**config.mk**
```make
export PLATFORM = sky130hd
export DESIGN_NAME = sipo_rx
export DESIGN_NICKNAME = d
export VERILOG_FILES = /design/src/rtl/sipo_pkg.sv /design/src/rtl/sipo_bitcnt.sv /design/src/rtl/sipo_rx.sv
export SDC_FILE = /design/constraint.sdc
export NUM_CORES = 1
export LEC_CHECK = 0
export CAP_MARGIN = 40
export CORE_ASPECT_RATIO = 0.9
export CORE_MARGIN = 2
export CORE_UTILIZATION = 35
export CTS_CLUSTER_DIAMETER = 50
export DETAILED_ROUTE_END_ITERATION = 8
export PLACE_DENSITY = 0.69
export SLEW_MARGIN = 40
export SYNTH_ARGS = -nofsm -noshare
export SYNTH_HDL_FRONTEND = slang
export SYNTH_HIERARCHICAL = 1
export SYNTH_SLANG_ARGS = --single-unit
```
**constraint.sdc**
```tcl
create_clock -name clk -period 1.5 [get_ports clk]
set_input_delay 0.375 -clock clk [delete_from_list [all_inputs] [get_ports clk]]
set_output_delay 0.375 -clock clk [all_outputs]
set_load 0.1 [all_outputs]
```
**src/rtl/sipo_pkg.sv**
```systemverilog
// sipo_pkg: shared types, default word width and parity helper for the serial link.
package sipo_pkg;

    typedef enum logic {ST_EMPTY, ST_FULL} hold_st_t;

    localparam int SIPO_WIDTH = 8;

    function automatic logic even_parity(input logic [63:0] d);
        return ^d;
    endfunction

endpackage

```
**src/rtl/sipo_bitcnt.sv**
```systemverilog
// sipo_bitcnt: wrapping bit counter with enable, clear and terminal-count flag.
module sipo_bitcnt #(
    parameter int MAX   = 7,
    parameter int CNT_W = 4
) (
    input  logic             clk,
    input  logic             rst,
    input  logic             clr,
    input  logic             en,
    output logic [CNT_W-1:0] cnt,
    output logic             tc
);

    assign tc = cnt == CNT_W'(MAX);

    always_ff @(posedge clk) begin
        if (rst || clr)
            cnt <= '0;
        else if (en)
            cnt <= tc ? '0 : cnt + 1'b1;
    end

endmodule

```
**src/rtl/sipo_rx.sv**
```systemverilog
// sipo_rx: serial-in/parallel-out receiver, MSB first, with holding register and overrun flag.
// Define SIPO_RX_PARITY_EN to append an even-parity bit to each frame and expose parity_err.
module sipo_rx
    import sipo_pkg::*;
#(
    parameter int WIDTH = SIPO_WIDTH,
    parameter int CNT_W = $clog2(WIDTH+1)
) (
    input  logic             clk,
    input  logic             rst,
    input  logic             ser_in,
    input  logic             shen,
    input  logic             resync,
    output logic [WIDTH-1:0] sreg,
    output logic [WIDTH-1:0] data_out,
    output logic             data_valid,
    input  logic             data_rd,
    output logic             overrun,
`ifdef SIPO_RX_PARITY_EN
    output logic             parity_err,
`endif
    output logic [CNT_W-1:0] bit_cnt
);

`ifdef SIPO_RX_PARITY_EN
    localparam int LAST = WIDTH;
`else
    localparam int LAST = WIDTH-1;
`endif

    logic             tc, shift, capture, done;
    logic [WIDTH-1:0] word;
    hold_st_t         state;

    assign shift = shen & ~resync;
    assign done  = shift & tc;

`ifdef SIPO_RX_PARITY_EN
    // The trailing parity bit is consumed by the counter but never enters sreg.
    assign capture = shift & (bit_cnt != CNT_W'(WIDTH));
    assign word    = sreg;
`else
    assign capture = shift;
    assign word    = {sreg[WIDTH-2:0], ser_in};
`endif

    sipo_bitcnt #(.MAX(LAST), .CNT_W(CNT_W)) u_bitcnt (
        .clk (clk),
        .rst (rst),
        .clr (resync),
        .en  (shen),
        .cnt (bit_cnt),
        .tc  (tc)
    );

    always_ff @(posedge clk) begin
        if (rst || resync)
            sreg <= '0;
        else if (capture)
            sreg <= {sreg[WIDTH-2:0], ser_in};
    end

    assign data_valid = state == ST_FULL;

    // A read in the completing cycle frees the slot, so the new word is accepted.
    always_ff @(posedge clk) begin
        if (rst) begin
            state    <= ST_EMPTY;
            data_out <= '0;
            overrun  <= 1'b0;
`ifdef SIPO_RX_PARITY_EN
            parity_err <= 1'b0;
`endif
        end else if (done) begin
            if (state == ST_EMPTY || data_rd) begin
                data_out <= word;
                state    <= ST_FULL;
`ifdef SIPO_RX_PARITY_EN
                parity_err <= even_parity(64'(sreg)) ^ ser_in;
`endif
            end else begin
                overrun <= 1'b1;
            end
        end else if (data_rd) begin
            state <= ST_EMPTY;
        end
    end

endmodule

```
* Word-level counts from Yosys, hierarchy flattened
Cells that the tools add are included.
** Cells by class
- Reduce and logical (&&, ||, !) cells :: 6
- Add/subtract/negate cells :: 1
- Bitwise operators :: 5
- Muxes and demuxes :: 4
- Equality and inequality tests :: 2
** Operator list (number)
- $reduce_and 2->1 :: 3
- $add 4x1->4 const B :: 1
- $eq 4x3->1 const B :: 1
- $mux 4 :: 1
- $mux 1 :: 3
- $not 1->1 :: 3
- $and 1x1->1 :: 2
- $logic_or 1x1->1 :: 2
- $ne 2x1->1 const B :: 1
- $reduce_bool 2->1 :: 1
** Storage, ports and cells
- Output and inout bits :: 22
- Input bits :: 6
- Word-level logic and storage cells :: 23
- Register bits after elaboration :: 22

* Logic depth before layout (Yosys ltp)
Gate-level depths: netlist of the first run.
- Depth in word-level cells :: 5
- Mapped depth :: 7

* Cells and area by module
The synthesis of the first run kept the hierarchy.
** By module, submodules not included
- sipo_rx :: area each 755.7 um^2, instances 1, sequential area each 360.3 um^2, cells each 69
- sipo_bitcnt :: area each 186.4 um^2, instances 1, sequential area each 80.1 um^2, cells each 20

* Worst setup path after synthesis of the first run
No wires, ideal clock.
- Kind :: flip-flop to flip-flop
- Start point :: register u_bitcnt.cnt[0]
- End point :: register data_out[1]
- Data required time :: 1428 ps
- Path slack :: -574 ps
- Clock period less this slack :: 2074 ps
- Stages on the path, launching flop included :: 8
- Arrival :: 2002 ps
- Cell sequence :: dfxtp_1 > ha_1 > inv_1 > nor2_1 > nand3b_4 > nor2b_4 > buf_12 > mux2i_1
** Between the ends
- Cells in the longest elaborated chain, start to end :: 3
** RTL lines
- start, declared :: line sipo_bitcnt.sv:10 : output logic [CNT_W-1:0] cnt,
- start signal, assigned :: line sipo_bitcnt.sv:20 : cnt <= tc ? '0 : cnt + 1'b1;
- $eq 4x3->1 :: line sipo_bitcnt.sv:14 : assign tc = cnt == CNT_W'(MAX);
- net tc :: line sipo_rx.sv:31 : logic tc, shift, capture, done;
- $and 1x1->1 :: line sipo_rx.sv:36 : assign done = shift & tc;
- $reduce_and 2->1 (no line)
- end signal, assigned :: line sipo_rx.sv:76 : data_out <= word;
- end, declared :: line sipo_rx.sv:15 : output logic [WIDTH-1:0] data_out,
The timed path passes the listed nets, and every way through them passes these cells.
A chain may end at the register's enable or synchronous reset.

* Worst setup path after layout of the first run
- Start point :: register sreg[5]
- End point :: output sreg[5]
** RTL lines
- start, declared :: line sipo_rx.sv:14 : output logic [WIDTH-1:0] sreg,
- start signal, assigned :: line sipo_rx.sv:60 : sreg <= {sreg[WIDTH-2:0], ser_in};
No word-level cell between the ends.

==> results.cfg, run 1 <==
[status]
run_status = finished with violations
violations = design-rule violations

[floorplanning]
die_y_um = 53.2
dieArea_um2 = 3120
die_w_um = 58.7
core-area_um2 = 2510
rows = 17
io_pins = 28
start_util = 0.375

[cts]
ctsHtreeMaxLevel = 1
clk_pin_slew_ns = 0.11
clock_latency_ns = 0.30
cts_resized = 0
cts_tree = built
postCtsHoldBufs = 0
cts_sinks = 22
clockBufferDepth = 2
cts-root-buf = clkbuf_4
numCtsBuffers = 3
cts_setup_buffers = 0

[drt]
finalWirelength_mm = 1.83
dr.pass1.iters = 6
vias_per_cell = 4.73
vias = 714
drc_errors = 1
ant_nets = 0
routedWlPerCell_um = 12.1
drt_iter0_markers = 5

[placement]
io_buffers = 27
gp_congestion = 0.736
hpwl_mm = 1.48
dp.cells = 146

[synth]
synth_largest_area_cell = dfxtp_1
syn-num-nets = 96
yosys.area_share.simple = 0.243
yosysWarnings = 6
yosysTopAreaCellShare = 0.467
synthAdderAreaFrac = 0.0133
synth.most_common_cell = dfxtp_1
ys_types = 23
syn_inst = 89
synth-xor-area-share = 0.0279
synth-seq-cells = 22
synth_area_um2 = 942
async_flop_share = 0
synth_top_family_by_area = simple AND/OR/NAND/NOR gates
synth-edff-count = 0
synth_mux_area_frac = 0.181
synth_compound_area_frac = 0.0212
synth_flop_cell = dfxtp_1
ys_seq_area_frac = 0.467
yosys-top-cells-count = 22 x dfxtp_1, 17 x mux2i_1, 17 x nand2b_1, 13 x nor2_1, 2 x xor2_1
synth.top_cells.by_area = dfxtp_1 47%, mux2i_1 18%, nand2b_1 11%
synth.avg_cell_area_um2 = 10.6

[global_routing]
grt_overflow = 0
antenna_found_initial = 0
grt_max_degree = 13
grt_usage = 0.136
grt_pass1_vias = 688
grt_pass1_wl_mm = 3.16

[sta]
max_freq_mhz = 735
slew_headroom = 0.785
fin_crit_sh = 0.907
rsz0062_at_grt = no
hold_viol_final = 0
fin_skew_ns = 0.00381
finalMaxSlewViolations = 0
setup_viol = 0
whs_ns = 0.514
fin_crit_ns = 1.36
tns_ns = 0
worst_pin_slew_ns = 0.320

[critical_path]
cp_cell_sequence = buf_12
crit_arrival_ns = 0.99
critPathMaxFanout = 4
cp_slowest_cell = dfxtp_1
path_class = flop to output pin
cp_num_cells = 1
critPathMaxStageDelay_ns = 0.47
critical_path_buf_inv_count = 1
crit_family = flip-flops
start_kind = flop
end_kind = output pin
required_ns = 1.12
reg2reg_depth = 7

[finish]
post-route-util = 0.617
stdcell_count = 151
fillers = 206
drive_above_1_share = 0.366
antenna_cells = 0
area_growth_pct = 64.3
final_nets = 131

[flow_run]
maxCapViolCount = 0

[power]
pwr_density_cell_nw_per_um2 = 615
leakage_nw = 0.588
total_power_mw = 0.952
vdd_drop_max_mv = 0.446

[min_path]
hp-class = flop to flop
hold_depth = 2
==> per-layer routing <==
metal	global-route usage	share of wire
met1	0.177	0.47
met4	0.0682	0.017
met3	0.0391	0.049
met5	0	0
met2	0.206	0.47
==> cells by family after synthesis <==
| group | Yosys count |
|---|---|
| flip-flops | 22 |
| AO/OA/AOI/OAI | 3 |
| multiplexers | 17 |
| buffers and inverters | 5 |
| XOR/XNOR | 3 |
| adder cells (fa/ha/maj) | 1 |
| AND/OR/NAND/NOR | 38 |
==> registers in the layout, summed over array words and instances (netlist names) <==
register / flops
data_out: 8
sreg: 8
u_bitcnt/cnt: 4
data_valid: 1
overrun: 1
==> final cells by class <==
| cell class | count | area [um2] | area share |
|---|---|---|---|
| repair buffers | 34 | 556 | 0.359 |
| multi-input cells | 62 | 473 | 0.306 |
| flip-flops and latches | 22 | 454 | 0.293 |
| well taps | 28 | 35.0 | 0.0226 |
| clock buffers | 3 | 22.5 | 0.0146 |
| clock inverters | 1 | 3.75 | 0.00243 |
| inverters | 1 | 3.75 | 0.00243 |
==> power by group <==
part,leakage (nW),internal [mW],switching (mW),total [mW]
sequential,0.181,0.583,0.00602,0.589
combinational,0.392,0.0500,0.0504,0.100
clock,0.0154,0.0971,0.165,0.262
==> placed cells by master, fill, tap and decap left out, drive strengths merged, types with 2 or more instances in the layout <==
cell and count:
dfxtp 22, nor3 2, mux2i 17, clkbuf 3, buf 29, xor2 2, clkdlybuf4s50 5, nor2 13
nand2b 18
==> per-stage QoR <==
step                      area [um2]  setup slack (ns)
after floorplan                  971            0.0257
after global placement          1500            -0.112
after detailed placement        1500            -0.159
after CTS                       1530            0.0733
after global routing            1550            0.0646
final                           1550             0.139
==> path summary, 6_finish.rpt <==
check / startpoint / to / slack [ns]
worst min register to register: data_out[3]$_SDFFE_PP0P_ / data_out[3]$_SDFFE_PP0P_ / 0.51
worst max register to register: u_bitcnt/cnt[0]$_SDFFE_PP0P_ / data_out[6]$_SDFFE_PP0P_ / 0.15
worst min-delay path: data_out[3]$_SDFFE_PP0P_ / data_out[3]$_SDFFE_PP0P_ / 0.51
worst max-delay path: sreg[5]$_SDFFE_PP0P_ / sreg[5] / 0.14
Power figures use the tool's default switching activity.
==> inputs of run 2 (changes only) <==
--- a/config.mk
+++ b/config.mk
@@ -12,7 +12,7 @@
 export CTS_CLUSTER_DIAMETER = 50
 export DETAILED_ROUTE_END_ITERATION = 8
 export PLACE_DENSITY = 0.69
-export SLEW_MARGIN = 40
+export SLEW_MARGIN = 25
 export SYNTH_ARGS = -nofsm -noshare
 export SYNTH_HDL_FRONTEND = slang
 export SYNTH_HIERARCHICAL = 1
==> results of run 2 <==
No change in the layout: final DEF, timing and power equal those of run 1.
==> inputs of run 3 (changes only) <==
--- a/config.mk
+++ b/config.mk
@@ -8,10 +8,9 @@
 export CAP_MARGIN = 40
 export CORE_ASPECT_RATIO = 0.9
 export CORE_MARGIN = 2
-export CORE_UTILIZATION = 35
-export CTS_CLUSTER_DIAMETER = 50
+export CORE_UTILIZATION = 45
 export DETAILED_ROUTE_END_ITERATION = 8
-export PLACE_DENSITY = 0.69
+export PLACE_DENSITY = 0.84
 export SLEW_MARGIN = 25
 export SYNTH_ARGS = -nofsm -noshare
 export SYNTH_HDL_FRONTEND = slang
==> run 3 against run 2 <==
Compared with the run above:
- the flow now finishes without violations
- setup slack got worse by 0.025 ns
- combinational power barely moved
- largest cell class unchanged
- routed wire length is 9.1% higher
- first-iteration DRC count up 100%
- non-clock buffer count unchanged
- sequential power barely moved
- worst hold slack improved by 0.015 ns
- cell area grew 0.40%
- critical path type unchanged
- core utilization increased by 18 points
==> results.cfg, run 3 (synthesis results as in run 1) <==
[critical_path]
crit_family = flip-flops
rr_startpoint = u_bitcnt/cnt[0]$_SDFFE_PP0P_
crit_arrival_ns = 1.01
reg2reg_to = data_out[4]$_SDFFE_PP0P_
cp_slowest_cell = dfxtp_1
critPathMaxFanout = 4
path_class = flop to output pin
required_ns = 1.12
end_kind = output pin
start_kind = flop
critPathMaxStageDelay_ns = 0.49
r2r_slack_ns = 0.13
cp_cell_sequence = buf_12
critical_path_buf_inv_count = 1
reg2reg_depth = 7

[global_routing]
grt_pass1_vias = 707
antenna_found_initial = 0
grt_pass1_wl_mm = 3.15
grt_max_degree = 14
grt_overflow = 0
grt_usage = 0.178

[drt]
met3_length_um = 67
vias_per_cell = 4.86
drt_iter0_markers = 10
wl_met2_mm = 1.03
routedWlPerCell_um = 13.5
dr.pass1.iters = 4
m1WireLength_um = 890
finalWirelength_mm = 2.00
vias = 719
top_layer = met4
drc_errors = 0
ant_nets = 0

[sta]
rsz0062_at_grt = no
fin_crit_ns = 1.39
hold_viol_final = 0
slew_headroom = 0.765
setup_viol = 0
fin_skew_ns = 0.00850
tns_ns = 0
fin_crit_sh = 0.924
whs_ns = 0.529
max_freq_mhz = 721
worst_pin_slew_ns = 0.349
worst_slack_ns = 0.114
finalMaxSlewViolations = 0

[placement]
dp.cells = 142
hpwl_mm = 1.61
dp_slack_ns = -0.225
io_buffers = 27
gp_congestion = 0.711
postPlaceCellArea_um2 = 1490

[min_path]
min_from = data_out[1]$_SDFFE_PP0P_
hp-class = flop to flop
worstHoldEndpoint = data_out[1]$_SDFFE_PP0P_
hold_depth = 2

[cts]
postCtsHoldBufs = 0
ctsHtreeMaxLevel = 1
numCtsBuffers = 3
cts-root-buf = clkbuf_4
cts_resized = 0
cts_setup_buffers = 0
cts_tree = built
clock_latency_ns = 0.31
clockBufferDepth = 2
clk_pin_slew_ns = 0.12
cts_sinks = 22

[finish]
final_common_cell = buf_12
most-common-layout-cells = 23 x buf_12, 17 x mux2i_1, 17 x nand2b_1, 17 x dfxtp_1, 12 x nor2_1
final_nets = 131
drive_above_1_share = 0.374
post-route-util = 0.796
design_area_um2 = 1550
antenna_cells = 0
area_growth_pct = 64.9
largestRegisters = data_out x8, sreg x8, u_bitcnt/cnt x4
stdcell_count = 148

[floorplanning]
die_w_um = 52.2
die_y_um = 47.4
dieArea_um2 = 2480
rows = 15
start_util = 0.483
io_pins = 28
core-area_um2 = 1950

[power]
total_power_mw = 1.01
vdd_drop_max_mv = 0.689
leakage_nw = 0.595
pwr_density_cell_nw_per_um2 = 648

[status]
run_status = complete, no violations

[flow_run]
maxCapViolCount = 0
run 3: cell types whose count changed in the layout (fill, tap and decap cells not counted), sizes merged:
cell and change:
clkinv -1, clkbuf +1
run 3: worst max-delay path by stage:
stage	start	end	slack, ns	depth (start not counted)
6_report	sreg[3]$_SDFFE_PP0P_	sreg[3]	0.11	1
5_1_grt	u_bitcnt/cnt[0]$_SDFFE_PP0P_	data_out[3]$_SDFFE_PP0P_	0.04	7
4_1_cts	u_bitcnt/cnt[0]$_SDFFE_PP0P_	data_out[3]$_SDFFE_PP0P_	0.04	6
3_5_place_dp	shen	data_out[3]$_SDFFE_PP0P_	-0.23	4
3_3_place_gp	shen	data_out[1]$_SDFFE_PP0P_	-0.10	4
2_1_floorplan	u_bitcnt/cnt[0]$_SDFFE_PP0P_	data_out[1]$_SDFFE_PP0P_	0.03	7
run 3: metal layers:
| layer | up-vias | global-route usage |
|---|---|---|
| met5 | - | 0 |
| met2 | 12 | 0.316 |
| met1 | 340 | 0.215 |
| met3 | 2 | 0.0531 |
| met4 | 0 | 0.0462 |
| li1 | 365 | - |
run 3: layout make-up:
cell class                 instances  area [um2]
multi-input combinational         62         473
tap                               25        31.3
fill                             110         398
clock buffer                       4        36.3
inverter                           1        3.75
timing repair buffer              34         556
sequential                        22         454
run 3: power by group:
group	switching, mW	internal, mW	total [mW]
sequential	0.00606	0.583	0.589
clock	0.171	0.148	0.319
combinational	0.0505	0.0487	0.0992
